<file path="src/rtl/iob_wishbone2iob_if.sv">
// Bus bundle for the Wishbone-slave / IOb-master bridge.
// slave: bridge view; master: Wishbone master plus IOb responder view.
interface iob_wishbone2iob_if #(
    parameter int ADDR_W = 32,
    parameter int DATA_W = 32
);
    logic [ADDR_W-1:0]   wb_addr_i;
    logic [DATA_W-1:0]   wb_data_i;
    logic [DATA_W/8-1:0] wb_select_i;
    logic                wb_we_i;
    logic                wb_cyc_i;
    logic                wb_stb_i;
    logic [DATA_W-1:0]   wb_data_o;
    logic                wb_ack_o;
    logic                wb_err_o;
    logic                valid_o;
    logic [ADDR_W-1:0]   address_o;
    logic [DATA_W-1:0]   wdata_o;
    logic [DATA_W/8-1:0] wstrb_o;
    logic [DATA_W-1:0]   rdata_i;
    logic                ready_i;

    modport slave (
        input  wb_addr_i, wb_data_i, wb_select_i, wb_we_i, wb_cyc_i, wb_stb_i,
        input  rdata_i, ready_i,
        output wb_data_o, wb_ack_o, wb_err_o, valid_o, address_o, wdata_o, wstrb_o
    );

    modport master (
        output wb_addr_i, wb_data_i, wb_select_i, wb_we_i, wb_cyc_i, wb_stb_i,
        output rdata_i, ready_i,
        input  wb_data_o, wb_ack_o, wb_err_o, valid_o, address_o, wdata_o, wstrb_o
    );
endinterface

</file>
<file path="src/rtl/iob_wishbone2iob.sv">
// Wishbone classic slave to IOb native master bridge: registers each request,
// holds it on IOb until ready_i, returns a one-cycle ack (or err on timeout).
module iob_wishbone2iob #(
    parameter int ADDR_W    = 32,
    parameter int DATA_W    = 32,
    parameter int TIMEOUT   = 255,
    parameter int TIMEOUT_W = 8
) (
    input logic               clk_i,
    input logic               rst_i,
    iob_wishbone2iob_if.slave bus
);
    typedef enum logic [2:0] {IDLE, REQ, ACK, ERR, DRAIN} state_t;

    localparam bit                 TO_EN   = (TIMEOUT != 0);
    localparam logic [TIMEOUT_W-1:0] TO_LAST = TIMEOUT_W'((TIMEOUT == 0) ? 0 : TIMEOUT - 1);

    state_t               state_q, state_d;
    logic                 valid_q, valid_d;
    logic [ADDR_W-1:0]    addr_q, addr_d;
    logic [DATA_W-1:0]    wdata_q, wdata_d;
    logic [DATA_W/8-1:0]  wstrb_q, wstrb_d;
    logic [DATA_W-1:0]    rdata_q, rdata_d;
    logic                 ack_q, ack_d;
    logic                 err_q, err_d;
    logic [TIMEOUT_W-1:0] cnt_q, cnt_d;

    logic                 start;
    logic                 expire;
    logic [TIMEOUT_W-1:0] cnt_inc;

    assign start   = bus.wb_cyc_i & bus.wb_stb_i;
    assign expire  = TO_EN && (cnt_q == TO_LAST);
    assign cnt_inc = (cnt_q == '1) ? cnt_q : cnt_q + 1'b1;

    always_comb begin
        state_d = state_q;
        valid_d = valid_q;
        addr_d  = addr_q;
        wdata_d = wdata_q;
        wstrb_d = wstrb_q;
        rdata_d = rdata_q;
        ack_d   = 1'b0;
        err_d   = 1'b0;
        cnt_d   = cnt_q;
        case (state_q)
            IDLE: begin
                if (start) begin
                    addr_d  = bus.wb_addr_i;
                    wdata_d = bus.wb_data_i;
                    wstrb_d = bus.wb_we_i ? bus.wb_select_i : '0;
                    valid_d = 1'b1;
                    cnt_d   = '0;
                    state_d = REQ;
                end
            end
            REQ: begin
                if (bus.ready_i) begin
                    valid_d = 1'b0;
                    if (wstrb_q == '0) rdata_d = bus.rdata_i;
                    if (start) begin
                        ack_d   = 1'b1;
                        state_d = ACK;
                    end else begin
                        state_d = IDLE;
                    end
                end else if (!bus.wb_cyc_i) begin
                    // Abort coinciding with expiry ends the drain immediately.
                    if (expire) begin
                        valid_d = 1'b0;
                        state_d = IDLE;
                    end else begin
                        cnt_d   = cnt_inc;
                        state_d = DRAIN;
                    end
                end else if (expire) begin
                    valid_d = 1'b0;
                    err_d   = 1'b1;
                    state_d = ERR;
                end else begin
                    cnt_d = cnt_inc;
                end
            end
            DRAIN: begin
                if (bus.ready_i || expire) begin
                    valid_d = 1'b0;
                    state_d = IDLE;
                end else begin
                    cnt_d = cnt_inc;
                end
            end
            ACK:     state_d = IDLE;
            ERR:     state_d = IDLE;
            default: state_d = IDLE;
        endcase
    end

    always_ff @(posedge clk_i) begin
        if (rst_i) begin
            state_q <= IDLE;
            valid_q <= 1'b0;
            addr_q  <= '0;
            wdata_q <= '0;
            wstrb_q <= '0;
            rdata_q <= '0;
            ack_q   <= 1'b0;
            err_q   <= 1'b0;
            cnt_q   <= '0;
        end else begin
            state_q <= state_d;
            valid_q <= valid_d;
            addr_q  <= addr_d;
            wdata_q <= wdata_d;
            wstrb_q <= wstrb_d;
            rdata_q <= rdata_d;
            ack_q   <= ack_d;
            err_q   <= err_d;
            cnt_q   <= cnt_d;
        end
    end

    assign bus.valid_o   = valid_q;
    assign bus.address_o = addr_q;
    assign bus.wdata_o   = wdata_q;
    assign bus.wstrb_o   = wstrb_q;
    assign bus.wb_data_o = rdata_q;
    assign bus.wb_ack_o  = ack_q;
    assign bus.wb_err_o  = err_q;
endmodule

</file>
<file path="src/flat_wrapper.sv">
// flat-port wrapper written by rule: the top's interface ports become plain ports
module iob_wishbone2iob_flat 
#(
    parameter int ADDR_W    = 32,
    parameter int DATA_W    = 32,
    parameter int TIMEOUT   = 255,
    parameter int TIMEOUT_W = 8
)
  (clk_i, rst_i, bus_wb_addr_i, bus_wb_data_i, bus_wb_select_i, bus_wb_we_i, bus_wb_cyc_i, bus_wb_stb_i, bus_rdata_i, bus_ready_i, bus_wb_data_o, bus_wb_ack_o, bus_wb_err_o, bus_valid_o, bus_address_o, bus_wdata_o, bus_wstrb_o);
  iob_wishbone2iob_if #(.ADDR_W(ADDR_W), .DATA_W(DATA_W)) bus_i ();
  input logic clk_i;
  input logic rst_i;
  input wire logic [$bits(bus_i.wb_addr_i)-1:0] bus_wb_addr_i;
  input wire logic [$bits(bus_i.wb_data_i)-1:0] bus_wb_data_i;
  input wire logic [$bits(bus_i.wb_select_i)-1:0] bus_wb_select_i;
  input wire logic [$bits(bus_i.wb_we_i)-1:0] bus_wb_we_i;
  input wire logic [$bits(bus_i.wb_cyc_i)-1:0] bus_wb_cyc_i;
  input wire logic [$bits(bus_i.wb_stb_i)-1:0] bus_wb_stb_i;
  input wire logic [$bits(bus_i.rdata_i)-1:0] bus_rdata_i;
  input wire logic [$bits(bus_i.ready_i)-1:0] bus_ready_i;
  output wire logic [$bits(bus_i.wb_data_o)-1:0] bus_wb_data_o;
  output wire logic [$bits(bus_i.wb_ack_o)-1:0] bus_wb_ack_o;
  output wire logic [$bits(bus_i.wb_err_o)-1:0] bus_wb_err_o;
  output wire logic [$bits(bus_i.valid_o)-1:0] bus_valid_o;
  output wire logic [$bits(bus_i.address_o)-1:0] bus_address_o;
  output wire logic [$bits(bus_i.wdata_o)-1:0] bus_wdata_o;
  output wire logic [$bits(bus_i.wstrb_o)-1:0] bus_wstrb_o;
  assign bus_i.wb_addr_i = bus_wb_addr_i;
  assign bus_i.wb_data_i = bus_wb_data_i;
  assign bus_i.wb_select_i = bus_wb_select_i;
  assign bus_i.wb_we_i = bus_wb_we_i;
  assign bus_i.wb_cyc_i = bus_wb_cyc_i;
  assign bus_i.wb_stb_i = bus_wb_stb_i;
  assign bus_i.rdata_i = bus_rdata_i;
  assign bus_i.ready_i = bus_ready_i;
  assign bus_wb_data_o = bus_i.wb_data_o;
  assign bus_wb_ack_o = bus_i.wb_ack_o;
  assign bus_wb_err_o = bus_i.wb_err_o;
  assign bus_valid_o = bus_i.valid_o;
  assign bus_address_o = bus_i.address_o;
  assign bus_wdata_o = bus_i.wdata_o;
  assign bus_wstrb_o = bus_i.wstrb_o;
  iob_wishbone2iob #(.ADDR_W(ADDR_W), .DATA_W(DATA_W), .TIMEOUT(TIMEOUT), .TIMEOUT_W(TIMEOUT_W)) u_core (.clk_i(clk_i), .rst_i(rst_i), .bus(bus_i));
endmodule
</file>
<file path="config.mk">
export PLATFORM = sky130hd
export DESIGN_NAME = iob_wishbone2iob_flat
export DESIGN_NICKNAME = d
export VERILOG_FILES = /design/src/rtl/iob_wishbone2iob_if.sv /design/src/rtl/iob_wishbone2iob.sv /design/src/flat_wrapper.sv
export SDC_FILE = /design/constraint.sdc
export NUM_CORES = 1
export LEC_CHECK = 0
export BUFFER_PORTS_ARGS = -buffer_cell sky130_fd_sc_hd__buf_2
export CORE_UTILIZATION = 51
export CTS_BUF_LIST = sky130_fd_sc_hd__clkbuf_8
export CTS_CLUSTER_SIZE = 40
export DETAILED_ROUTE_END_ITERATION = 8
export PLACE_DENSITY_LB_ADDON = 0.3
export SYNTH_ARGS = -nofsm -noshare
export SYNTH_HDL_FRONTEND = slang
export SYNTH_SLANG_ARGS = --single-unit
</file>
<file path="constraint.sdc">
create_clock -name clk_i -period 2.78 [get_ports clk_i]
set_input_delay 0.556 -clock clk_i [delete_from_list [all_inputs] [get_ports clk_i]]
set_output_delay 0.556 -clock clk_i [all_outputs]
set_load 0.02 [all_outputs]
</file>
==> out/qor.csv <==
metric;value;unit
Most used DFF post-synth;dfxtp_1;
postcts setup bufs;0;
leakage power;2.60;nW
Post-synth EDFFs;0;
Post-Syn Area;4190;µm²
Power Dens Cells;654;nW/µm²
1st-pass router iterations;4;
syn avg cell area;7.99;µm²
pre-CTS WS;904;ps
slowest CP cell;dfxtp_1;
RR Startpoint;u_core.cnt_q[0];
Max-slew headroom;66.6;%
VDD IR max;0.394;mV
die area;8570;µm²
synth-to-layout area growth;35.4;%
Initial Util;53.3;%
worst r2r path cells;6;
# diodes;0;
fin util;72.2;%
Top-Level Pins;209;
CTS tree;built;
total gr overflow;0;
hold buffers post-CTS;0;
Clock transition at path regs;70;ps
ys async rst share;0;%
count of pins over their slew limit;0;
hpwl dp;7900;µm
Clk Latency, worst-skew pair;410;ps
CTS root buf;clkbuf_8;
final clock skew;8.46;ps
largest net degree at the start of global routing;50;
Cells on Worst Hold Path;3;
Clock Sinks;114;
antenna viol nets, final;0;
Unique masters post-synth;44;
met1 GRT Util;29.0;%
final hold slack;376;ps
met3 Use GR;9.77;%
Synth area leaders;dfxtp_1 55%, nand2_1 18%, a21oi_1 13%;
CP bufs+invs;1;
Hold Fails Final Rpt;0;
Synth area leader;dfxtp_1;
met2 global-route usage;44.0;%
f_max;0.576;GHz
Crit path depth;6;
vias in the first global route;3962;
WP data required;3070;ps
most frequent cells in the layout;207 x buf_2, 200 x nand2_1, 114 x dfxtp_1;
Via density;5.10;
GR peak layer;met2;
synthesized instance count;524;
Die Height;92.6;µm
most common cell after layout, fill and taps aside;buf_2;
layout cell share with drive strength beyond 1;34.1;%
sequential area share after synthesis;54.5;%
total power;3.71;mW
GRT Total Usage;26.0;%
Max Root-Sink Buffers;2;
core box area;7850;µm²
H-tree depth;4;
area share of the largest cell type after synthesis;54.5;%
worst hold path type;primary input to flip-flop;
CP endpoint kind;flip-flop;
Setup TNS;0;ps
first-pass GRT wire length;17600;µm
hold_sp;bus_wb_data_i[29];
drc violations;0;
worst slew pin tran;496;ps
syn nets;632;
Detailed Route Iter0 Violations;164;
die width;92.6;µm
Port Buffer Count;208;
Core Rows;32;
crit path from;u_core.cnt_q[0];
Final Setup Violations;0;
Final WS setup;1040;ps
drt total wl;10900;µm
RSZ-0062 raised after global routing;false;
critical path arrival;2030;ps
Crit Path Max Fanout;5;
Cell Chain, Critical Path;inv_1 > ha_1 > o211ai_1 > o21ai_0 > o211a_1 > a221o_1;
Vias;4273;
nets@finish;832;
min Tclk post-route;1740;ps
CP peak stage delay;400;ps
RePlAce Congestion;0.875;
Syn. warnings;0;
CTS Buf Count;17;
WL per Instance;13.1;µm
Tcrit/Tclk final;62.5;%
CP Launch Type;flip-flop;
initial antenna violation count;0;
Resize count post-CTS;0;
Max-Cap Viols;0;
FF+latch count, synth;114;
outcome;finished clean;
CP Class;flip-flop to flip-flop;
CP top delay family;compound AO/OA/AOI/OAI gates;
[logic make-up after synthesis]
kind of cell    count (synthesis)  synth area share [%]
simple gates                  239                  23.5
compound gates                126                  16.2
flops                         114                  54.5
buf+inv                        41                  4.75
fa+ha+maj                       2                 0.598
xor+xnor                        1                 0.209
mux                             1                 0.239
[final timing paths]
kind	end	slack (ps)
max	u_core.cnt_q[5]	1040
min	u_core.bus.wdata_o[29]	380
min reg2reg	u_core.bus.wb_data_o[5]	450
max reg2reg	u_core.cnt_q[5]	1040
[flip-flops by register name (all words and copies together) (netlist names)]
signal	flops
u_core.bus.wb_data_o	32
u_core.cnt_q	8
u_core.bus.wb_ack_o	1
u_core.bus.valid_o	1
u_core.bus.wdata_o	32
u_core.state_q	3
u_core.bus.address_o	32
u_core.bus.wb_err_o	1
u_core.bus.wstrb_o	4
[cells in the mapped netlist (all sizes together), types with 2 or more instances]
cell / count
ha: 2
dfxtp: 114
a21oi: 107
and4b: 2
clkbuf: 20
a211oi: 3
nor4: 3
o21ai: 3
nand3: 7
nand4: 2
inv: 6
nor2: 8
nand2: 200
nor3: 5
or2: 2
buf: 15
nor2b: 2
[routing by layer]
metal  routed length [µm]  up-vias  share of wire [%]
met2                 5320      191                 49
li1                     -     2131                  -
met4                  231        0                2.1
met1                 4410     1934                 40
met3                  976       17                8.9
met5                    0        -                  0
[area by class of cell]
class,count,area [µm²]
multi-input combinational,369,1710
inverter,6,22.5
clock buffer,21,289
sequential,114,2280
clock inverter,10,133
fill,651,2180
tap,102,128
timing repair buffer,216,1100
[worst min-delay path, cell delays in order]
cell	delay (ps)
buf_2	100
nand2_1	40
a21oi_1	50
[power by group]
group / switching, mW / internal [mW]
registers: 0.0300 / 1.69
logic: 0.236 / 0.143
clock network: 0.636 / 0.971
total: 0.902 / 2.81
[stage by stage]
stage | cells | instance area [µm²]
floorplan | 524 | 4190
global placement | 807 | 5250
detailed placement | 807 | 5250
CTS | 838 | 5670
global route | 838 | 5670
finish | 838 | 5670
(Power assumes the default switching activity.)
